**src/rtl/cls_spi_responder.sv**
```systemverilog
// cls_spi_responder: SPI mode-0 slave receiver modelling the PmodCLS end of the
// display link. It deserialises MOSI, buffers bytes in a first-word fall-through
// FIFO and reports per-frame byte counts and partial-byte errors.
// Optional feature macro: CLS_ESC_DETECT_EN builds the ESC [ j clear-command
// matcher that drives clear_seen. Without it, clear_seen is tied to 0.
module cls_spi_responder #(
  parameter int FIFO_DEPTH  = 8,
  parameter int SYNC_STAGES = 2
) (
  input  logic                        clk,
  input  logic                        rst,
  input  logic                        sclk,
  input  logic                        mosi,
  input  logic                        ss,
  input  logic                        rd_en,
  input  logic                        ovf_clr,
  output logic [7:0]                  rd_data,
  output logic                        empty,
  output logic                        full,
  output logic [$clog2(FIFO_DEPTH):0] level,
  output logic                        frame_done,
  output logic [5:0]                  frame_bytes,
  output logic                        frame_err,
  output logic                        overflow,
  output logic                        clear_seen
);

  localparam int AW = $clog2(FIFO_DEPTH);
  localparam logic [AW-1:0] PTR_ONE  = AW'(1);
  localparam logic [AW:0]   LVL_ONE  = (AW+1)'(1);
  localparam logic [AW:0]   LVL_FULL = (AW+1)'(FIFO_DEPTH);

  localparam logic [1:0] ST_IDLE  = 2'd0;
  localparam logic [1:0] ST_SHIFT = 2'd1;
  localparam logic [1:0] ST_END   = 2'd2;

  logic [SYNC_STAGES-1:0] sclk_sync, mosi_sync, ss_sync;
  logic                   sclk_q, ss_q;
  logic                   sclk_rise, ss_fall, ss_rise, mosi_bit;

  logic [1:0]    state;
  logic [7:0]    shreg;
  logic [2:0]    bit_cnt;
  logic [5:0]    byte_cnt;
  logic          push_q;

  logic [7:0]    mem [FIFO_DEPTH];
  logic [AW-1:0] wptr, rptr;
  logic          pop, wr;

  // Synchronise the pins and keep one extra copy for edge detection. ss resets
  // low so a select still asserted across reset release never looks like a fall.
  always_ff @(posedge clk or negedge rst) begin
    if (!rst) begin
      sclk_sync <= '0;
      mosi_sync <= '0;
      ss_sync   <= '0;
      sclk_q    <= 1'b0;
      ss_q      <= 1'b0;
    end else begin
      sclk_sync <= {sclk_sync[SYNC_STAGES-2:0], sclk};
      mosi_sync <= {mosi_sync[SYNC_STAGES-2:0], mosi};
      ss_sync   <= {ss_sync[SYNC_STAGES-2:0], ss};
      sclk_q    <= sclk_sync[SYNC_STAGES-1];
      ss_q      <= ss_sync[SYNC_STAGES-1];
    end
  end

  assign sclk_rise = sclk_sync[SYNC_STAGES-1] & ~sclk_q;
  assign ss_fall   = ~ss_sync[SYNC_STAGES-1] & ss_q;
  assign ss_rise   = ss_sync[SYNC_STAGES-1] & ~ss_q;
  assign mosi_bit  = mosi_sync[SYNC_STAGES-1];

  // Frame FSM: shift bits on sclk rises, flag a completed byte for push one
  // cycle later, and report the frame summary from the one-cycle END state.
  always_ff @(posedge clk or negedge rst) begin
    if (!rst) begin
      state       <= ST_IDLE;
      shreg       <= 8'h00;
      bit_cnt     <= 3'd0;
      byte_cnt    <= 6'd0;
      push_q      <= 1'b0;
      frame_done  <= 1'b0;
      frame_bytes <= 6'd0;
      frame_err   <= 1'b0;
    end else begin
      push_q     <= 1'b0;
      frame_done <= 1'b0;
      case (state)
        ST_IDLE: if (ss_fall) begin
          state    <= ST_SHIFT;
          bit_cnt  <= 3'd0;
          byte_cnt <= 6'd0;
        end
        ST_SHIFT: if (ss_rise) begin
          state <= ST_END;
        end else if (sclk_rise) begin
          shreg   <= {shreg[6:0], mosi_bit};
          bit_cnt <= bit_cnt + 3'd1;
          if (bit_cnt == 3'd7) begin
            push_q <= 1'b1;
            if (byte_cnt != 6'd63) byte_cnt <= byte_cnt + 6'd1;
          end
        end
        ST_END: begin
          frame_done  <= 1'b1;
          frame_bytes <= byte_cnt;
          frame_err   <= (bit_cnt != 3'd0);
          state       <= ST_IDLE;
        end
        default: state <= ST_IDLE;
      endcase
    end
  end

  // A pop on an empty FIFO is ignored; a push into a full FIFO only lands if a
  // pop frees the slot in the same cycle.
  assign pop = rd_en & ~empty;
  assign wr  = push_q & (~full | pop);

  // FIFO storage; no reset needed since empty masks the read port.
  always_ff @(posedge clk) begin
    if (wr) mem[wptr] <= shreg;
  end

  // FIFO pointers, occupancy and sticky overflow.
  always_ff @(posedge clk or negedge rst) begin
    if (!rst) begin
      wptr     <= '0;
      rptr     <= '0;
      level    <= '0;
      overflow <= 1'b0;
    end else begin
      if (wr)  wptr <= wptr + PTR_ONE;
      if (pop) rptr <= rptr + PTR_ONE;
      case ({wr, pop})
        2'b10:   level <= level + LVL_ONE;
        2'b01:   level <= level - LVL_ONE;
        default: level <= level;
      endcase
      if (push_q & full & ~pop) overflow <= 1'b1;
      else if (ovf_clr)         overflow <= 1'b0;
    end
  end

  assign empty   = (level == '0);
  assign full    = (level == LVL_FULL);
  assign rd_data = empty ? 8'h00 : mem[rptr];

`ifdef CLS_ESC_DETECT_EN
  logic [1:0] esc_st;

  // ESC [ j matcher over every completed byte, dropped ones included.
  always_ff @(posedge clk or negedge rst) begin
    if (!rst) begin
      esc_st     <= 2'd0;
      clear_seen <= 1'b0;
    end else begin
      clear_seen <= 1'b0;
      if (state == ST_IDLE && ss_fall) begin
        esc_st <= 2'd0;
      end else if (push_q) begin
        if (esc_st == 2'd2 && shreg == 8'h6A) begin
          clear_seen <= 1'b1;
          esc_st     <= 2'd0;
        end else if (shreg == 8'h1B) begin
          esc_st <= 2'd1;
        end else if (esc_st == 2'd1 && shreg == 8'h5B) begin
          esc_st <= 2'd2;
        end else begin
          esc_st <= 2'd0;
        end
      end
    end
  end
`else
  assign clear_seen = 1'b0;
`endif

endmodule

```
**config.mk**
```make
export PLATFORM = sky130hd
export DESIGN_NAME = cls_spi_responder
export DESIGN_NICKNAME = d
export VERILOG_FILES = /design/src/rtl/cls_spi_responder.sv
export SDC_FILE = /design/constraint.sdc
export NUM_CORES = 1
export LEC_CHECK = 0
export ABC_AREA = 0
export BUFFER_PORTS_ARGS = -buffer_cell sky130_fd_sc_hd__buf_4
export CORE_MARGIN = 8
export CORE_UTILIZATION = 53
export DETAILED_ROUTE_END_ITERATION = 10
export PLACE_DENSITY = 0.71
export SLEW_MARGIN = 5
export SYNTH_ARGS = -nofsm -noshare
export SYNTH_HDL_FRONTEND = slang
export SYNTH_SLANG_ARGS = --single-unit
```
**constraint.sdc**
```tcl
create_clock -name clk -period 2.7 [get_ports clk]
set_input_delay 0.405 -clock clk [delete_from_list [all_inputs] [get_ports clk]]
set_output_delay 0.405 -clock clk [all_outputs]
set_load 0.005 [all_outputs]
```
# Word level (Yosys, flattened, before mapping)
# Memory sizes are Yosys's and may differ from the RTL's.
# Index checks and enable logic that the tools add are counted.
dict set report op_classes {
  addsub 6
  n_mux 24
  n_div 0
  n_reduce_logical 10
  n_mul 0
  magnitude_cmp 0
  eq_ne 13
  bitwise 15
  n_shift 0
}
# cell count
set op_table {}
lappend op_table {{$mux 6} 5}
lappend op_table {{$ne 2x2->1 const B} 6}
lappend op_table {{$pmux 6 s2} 1}
lappend op_table {{$add 3x1->3 const B} 3}
lappend op_table {{$mux 1} 9}
lappend op_table {{$mux 3} 3}
lappend op_table {{$mux 8} 1}
lappend op_table {{$pmux 4 s2} 1}
lappend op_table {{$and 1x1->1} 7}
lappend op_table {{$not 1->1} 7}
lappend op_table {{$add 6x1->6 const B} 1}
lappend op_table {{$ne 6x6->1 const B} 1}
lappend op_table {{$pmux 3 s2} 1}
lappend op_table {{$reduce_and 6->1} 1}
lappend op_table {{$reduce_bool 2->1} 3}
lappend op_table {{$add 4x1->4 const B} 1}
lappend op_table {{$eq 2x1->1 const B} 2}
lappend op_table {{$eq 2x2->1 const B} 2}
lappend op_table {{$eq 4x4->1 const B} 1}
lappend op_table {{$logic_not 4->1} 1}
lappend op_table {{$mux 2} 2}
lappend op_table {{$pmux 2 s2} 1}
lappend op_table {{$reduce_and 4->1} 1}
lappend op_table {{$sub 4x1->4 const B} 1}
lappend op_table {{other kinds (6)} 6}
dict set report word_totals {
  romBits 0
  mem_bits_rw 64
  wordCells 86
  out_inout_bits 24
  latchBits 0
  in_bits 7
  ff_bits 47
  mem_count 1
}
# memory depth word_bits read_ports rd_clocked_by_memory_dff wr line
set memory_table {}
lappend memory_table {mem 8 8 1 0 1 47} ;# logic [7:0] mem [FIFO_DEPTH];

# Depth between registers and ports, before layout
dict set report depth {
  depth_word 7
  mapped_depth 11
  mapped_depth_nobuf 9
}

# Least setup slack after synthesis
# OpenSTA, ideal clock, no wires.
dict set report synth_timing {
  path_kind {register to register}
  startpoint {reg level[1]}
  endpoint {reg level[2]}
  setup_ns 0.077
  synth_period_minus_slack_ns 2.131
  stages_incl_launch_ff 11
  setup_slack_ns 0.569
  n_path_buf 2
  arrival_time_ns 2.053
  required_ns 2.623
  cell_sequence {dfrtp_1 -> buf_6 -> or4_1 -> buf_6 -> clkinv_8 -> nor2_4 -> xor2_1 -> ha_1 -> nor3_1 -> a221oi_1 -> a21oi_1}
}
dict set report synth_via {
  elab_chain_cells 7
  elab_cells_between_ends 13
  cone_classes {add/sub (2); eq/ne (3); mux (1); bitwise (5); reduce/logical (2)}
}
# item line
set synth_rtl {}
lappend synth_rtl {{start: declaration} 20} ;# output logic [$clog2(FIFO_DEPTH):0] level,
lappend synth_rtl {{start signal: assignment} 137} ;# 2'b10: level <= level + LVL_ONE;
lappend synth_rtl {{start signal: assignment} 138} ;# 2'b01: level <= level - LVL_ONE;
lappend synth_rtl {{start signal: assignment} 139} ;# default: level <= level;
lappend synth_rtl {{$logic_not 4->1 (*)} 146} ;# assign empty = (level == '0);
lappend synth_rtl {{via empty} 18} ;# output logic empty,
lappend synth_rtl {{$not 1->1 (*)} 118} ;# assign pop = rd_en & ~empty;
lappend synth_rtl {{$and 1x1->1 (*)} 118}
lappend synth_rtl {{$or 1x1->1} 119} ;# assign wr = push_q & (~full | pop);
lappend synth_rtl {{$and 1x1->1} 119}
lappend synth_rtl {{$eq 2x1->1 / $eq 2x2->1 (equally long branches)} 136} ;# case ({wr, pop})
lappend synth_rtl {{$pmux 4 s2 / $reduce_bool 2->1 (equally long branches)} -}
# Mark *: on every way through the listed nets, which the timed path passes. The rest lies on a longest branch.
# A chain may end at the register's enable or synchronous reset.

# Final worst setup path
dict set report layout_timing {
  startpoint {reg rptr[2]}
  endpoint {out rd_data[6]}
}
dict set report layout_via {
  elab_chain_cells 2
}
# item line
set layout_rtl {}
lappend layout_rtl {{start: declaration} 48} ;# logic [AW-1:0] wptr, rptr;
lappend layout_rtl {{start signal: assignment} 135} ;# if (pop) rptr <= rptr + PTR_ONE;
lappend layout_rtl {{$mem_v2 8x8} -}
lappend layout_rtl {{$mux 8} 148} ;# assign rd_data = empty ? 8'h00 : mem[rptr];
lappend layout_rtl {{end: declaration} 17} ;# output logic [7:0] rd_data,
# No other way between the ends.

==> results.json <==
{
  "status": "complete, no violations",
  "hold_path.class": "input pin to asynchronous set/reset pin",
  "maxSlewViolCount": 0,
  "dr.first_iter.drc_count": 129,
  "total_leakage_power_uw": 0.00205,
  "max_freq_ghz": 0.402,
  "tightest_slew_ns": 0.657,
  "syn_area_um2": 4520,
  "grt-ovfl-total": 0,
  "finalClockSkew_ns": 0.00966,
  "seq_area_um2": 3100,
  "synth_cell_types": 46,
  "clkTransAtPathRegs_ns": 0.11,
  "layout_min_cycle_time_ns": 2.49,
  "reg2regPathDepth": 8,
  "drv_cap": 0,
  "syn_nets": 291,
  "cp-end-kind": "output port",
  "core_um2": 8260,
  "cp_data_required_time_ns": 2.30,
  "irDropWorstVdd_uv": 476,
  "num_vias": 2392,
  "max_slew_margin": 0.558,
  "cts_resized": 0,
  "layout_common_cells": "edfxtp_1, dfrtp_1, buf_4",
  "cp_max_fo": 13,
  "holdBufCountCts": 0,
  "synthCells": 277,
  "clk_latency_ns": 0.36,
  "clk_path_buf_depth": 2,
  "avgRoutedWirePerCell_um": 18.2,
  "clock_sinks": 111,
  "setup.worst_path.class": "register to output port",
  "layout.cells.non_filler": 431,
  "cts_setup_buffers": 0,
  "finalSetupViolCount": 0,
  "r2r-end": "level[2]$_DFFE_PN0P_",
  "finalWirelength_um": 7830,
  "grt_pass1_vias": 2422,
  "r2r_slack_ns": 0.34,
  "synth.area.top_cells": "edfxtp_1, dfrtp_1, mux4_2",
  "cp.arrival_ns": 2.08,
  "grt_max_degree": 48,
  "finalCritPeriodShare": 0.920,
  "via_per_inst": 5.55,
  "antenna_found_initial": 0,
  "pin_count": 31,
  "pre_cts_ws_ns": 0.358,
  "portBuffers": 29,
  "hpwl_um": 5430,
  "mostFrequentLayoutCell": "edfxtp_1",
  "numCtsBuffers": 9,
  "grt_use_total": 0.145,
  "seq_area_frac_synth": 0.685,
  "dieArea_um2": 11700,
  "ant_nets": 0,
  "powerDensity_nw_per_um2": 824,
  "total_power_uw": 4190,
  "antenna_cells": 0,
  "numPlacedInstances": 415,
  "htree_levels": 3,
  "drc": 0,
  "std_cell_rows": 33,
  "cp-start-kind": "register",
  "finalHoldViolations": 0,
  "ys_ff_latch": 111,
  "r2r_start": "level[1]$_DFFE_PN0P_",
  "gp_congestion": 0.764,
  "fin_hold_ws_ns": 0.0226,
  "grt_pass1_wl_um": 12800,
  "drive_gt1_frac": 0.288,
  "die_h_um": 108,
  "first_pass_iters": 4,
  "synth_top_area_frac": 0.425,
  "synth.largest_area_cell": "edfxtp_1",
  "multiInputGateArea_um2": 1300,
  "initial_core_util": 0.547,
  "fp.dieW_um": 108,
  "nFillCells": 627,
  "rsz0062_at_grt": "false",
  "cts_tree": "done",
  "ctsRootBufferMaster": "clkbuf_8",
  "layout.nets": 335,
  "finalSetupTns_ns": 0,
  "yosys_warnings": 0,
  "synth.avg_cell_area_um2": 16.3,
  "syn2layout_area_growth_pct": 12.5,
  "setup_slack_ns": 0.215
}
cells by family after synthesis:
logic type	after synthesis	synth area share
and+or+nand+nor	63	0.0761
muxes	42	0.142
buffers and inverters	22	0.0263
adders and majority gates	7	0.0194
AOI/OAI and AO/OA	25	0.0388
xor gates and xnor gates	6	0.0116
other	1	0.000830
DFF	111	0.685
critical path, stage by stage, from the launching register on:
cell     delay [ns]
dfrtp_1        0.78
mux4_2         0.60
mux2i_1        0.14
nor2_1         0.05
buf_4          0.13
final cells by class:
class                      instances  area share
timing repair buffer              43      0.0635
clock buffer                       9      0.0244
clock inverter                     7     0.00935
inverter                          12      0.0113
multi-input combinational        144       0.256
tap                              105      0.0258
sequential                       111       0.609
sequential cells by signal, summed over array words and instances, names as in the netlist:
name	cells
wptr	3
byte_cnt	6
ss_q	1
shreg	8
sclk_sync	2
rptr	3
ss_sync	2
push_q	1
bit_cnt	3
level	4
sclk_q	1
mosi_sync	2
frame_bytes	6
state	2
frame_err	1
overflow	1
frame_done	1
mem	64
stage by stage:
step                      area, um2  utilization
after CTS                      5080        0.616
after global routing           5080        0.616
after detailed placement       4910        0.595
after global placement         4910        0.595
final                          5080        0.616
after floorplan                4520            -
where the power goes:
group          switching [uW]  internal, uW
sequential                275          2000
combinational             423           602
clock                     552           340
total                    1250          2940
per-layer routing:
layer / share of wire / wire [um] / GRT usage
met5: 0 / 0 / 0
met2: 0.49 / 3870 / 0.221
met3: 0.052 / 404 / 0.0339
met4: 0.013 / 99 / 0.0655
met1: 0.44 / 3460 / 0.194
synth_stat cells (all sizes together):
cell type and number:
a31oi 2, clkinv 1, and3 1, or3 3
a221oi 1, buf 8, nor3 7, o21ai 7
nor3b 3, and4 1, nand2 12, mux2i 10
xor2 2, nand4 1, xnor2 4, mux2 16
dfrtp 47, ha 7, a211oi 1, o31a 1
nand4bb 1, conb 1, inv 11, nand3 6
a21o 1, edfxtp 64, nor2 16, mux4 16
a311oi 3, clkbuf 2, a41oi 2, nand2b 8
or4 1, or2b 1, o22ai 1, a21oi 6
nor2b 2
how the worst max path moves through the flow:
stage / start / slack [ns] / end / depth (start not counted)
CTS: rptr[2]$_DFFE_PN0N_ / 0.17 / rd_data[6] / 4
detailed placement: level[1]$_DFFE_PN0P_ / 0.36 / level[2]$_DFFE_PN0P_ / 8
floorplan: level[1]$_DFFE_PN0P_ / 0.57 / level[2]$_DFFE_PN0P_ / 10
global placement: level[1]$_DFFE_PN0P_ / 0.43 / level[2]$_DFFE_PN0P_ / 8
finish: rptr[2]$_DFFE_PN0N_ / 0.21 / rd_data[6] / 4
global route: rptr[2]$_DFFE_PN0N_ / 0.08 / rd_data[6] / 4
No activity file was read; power rests on OpenSTA's default activity.
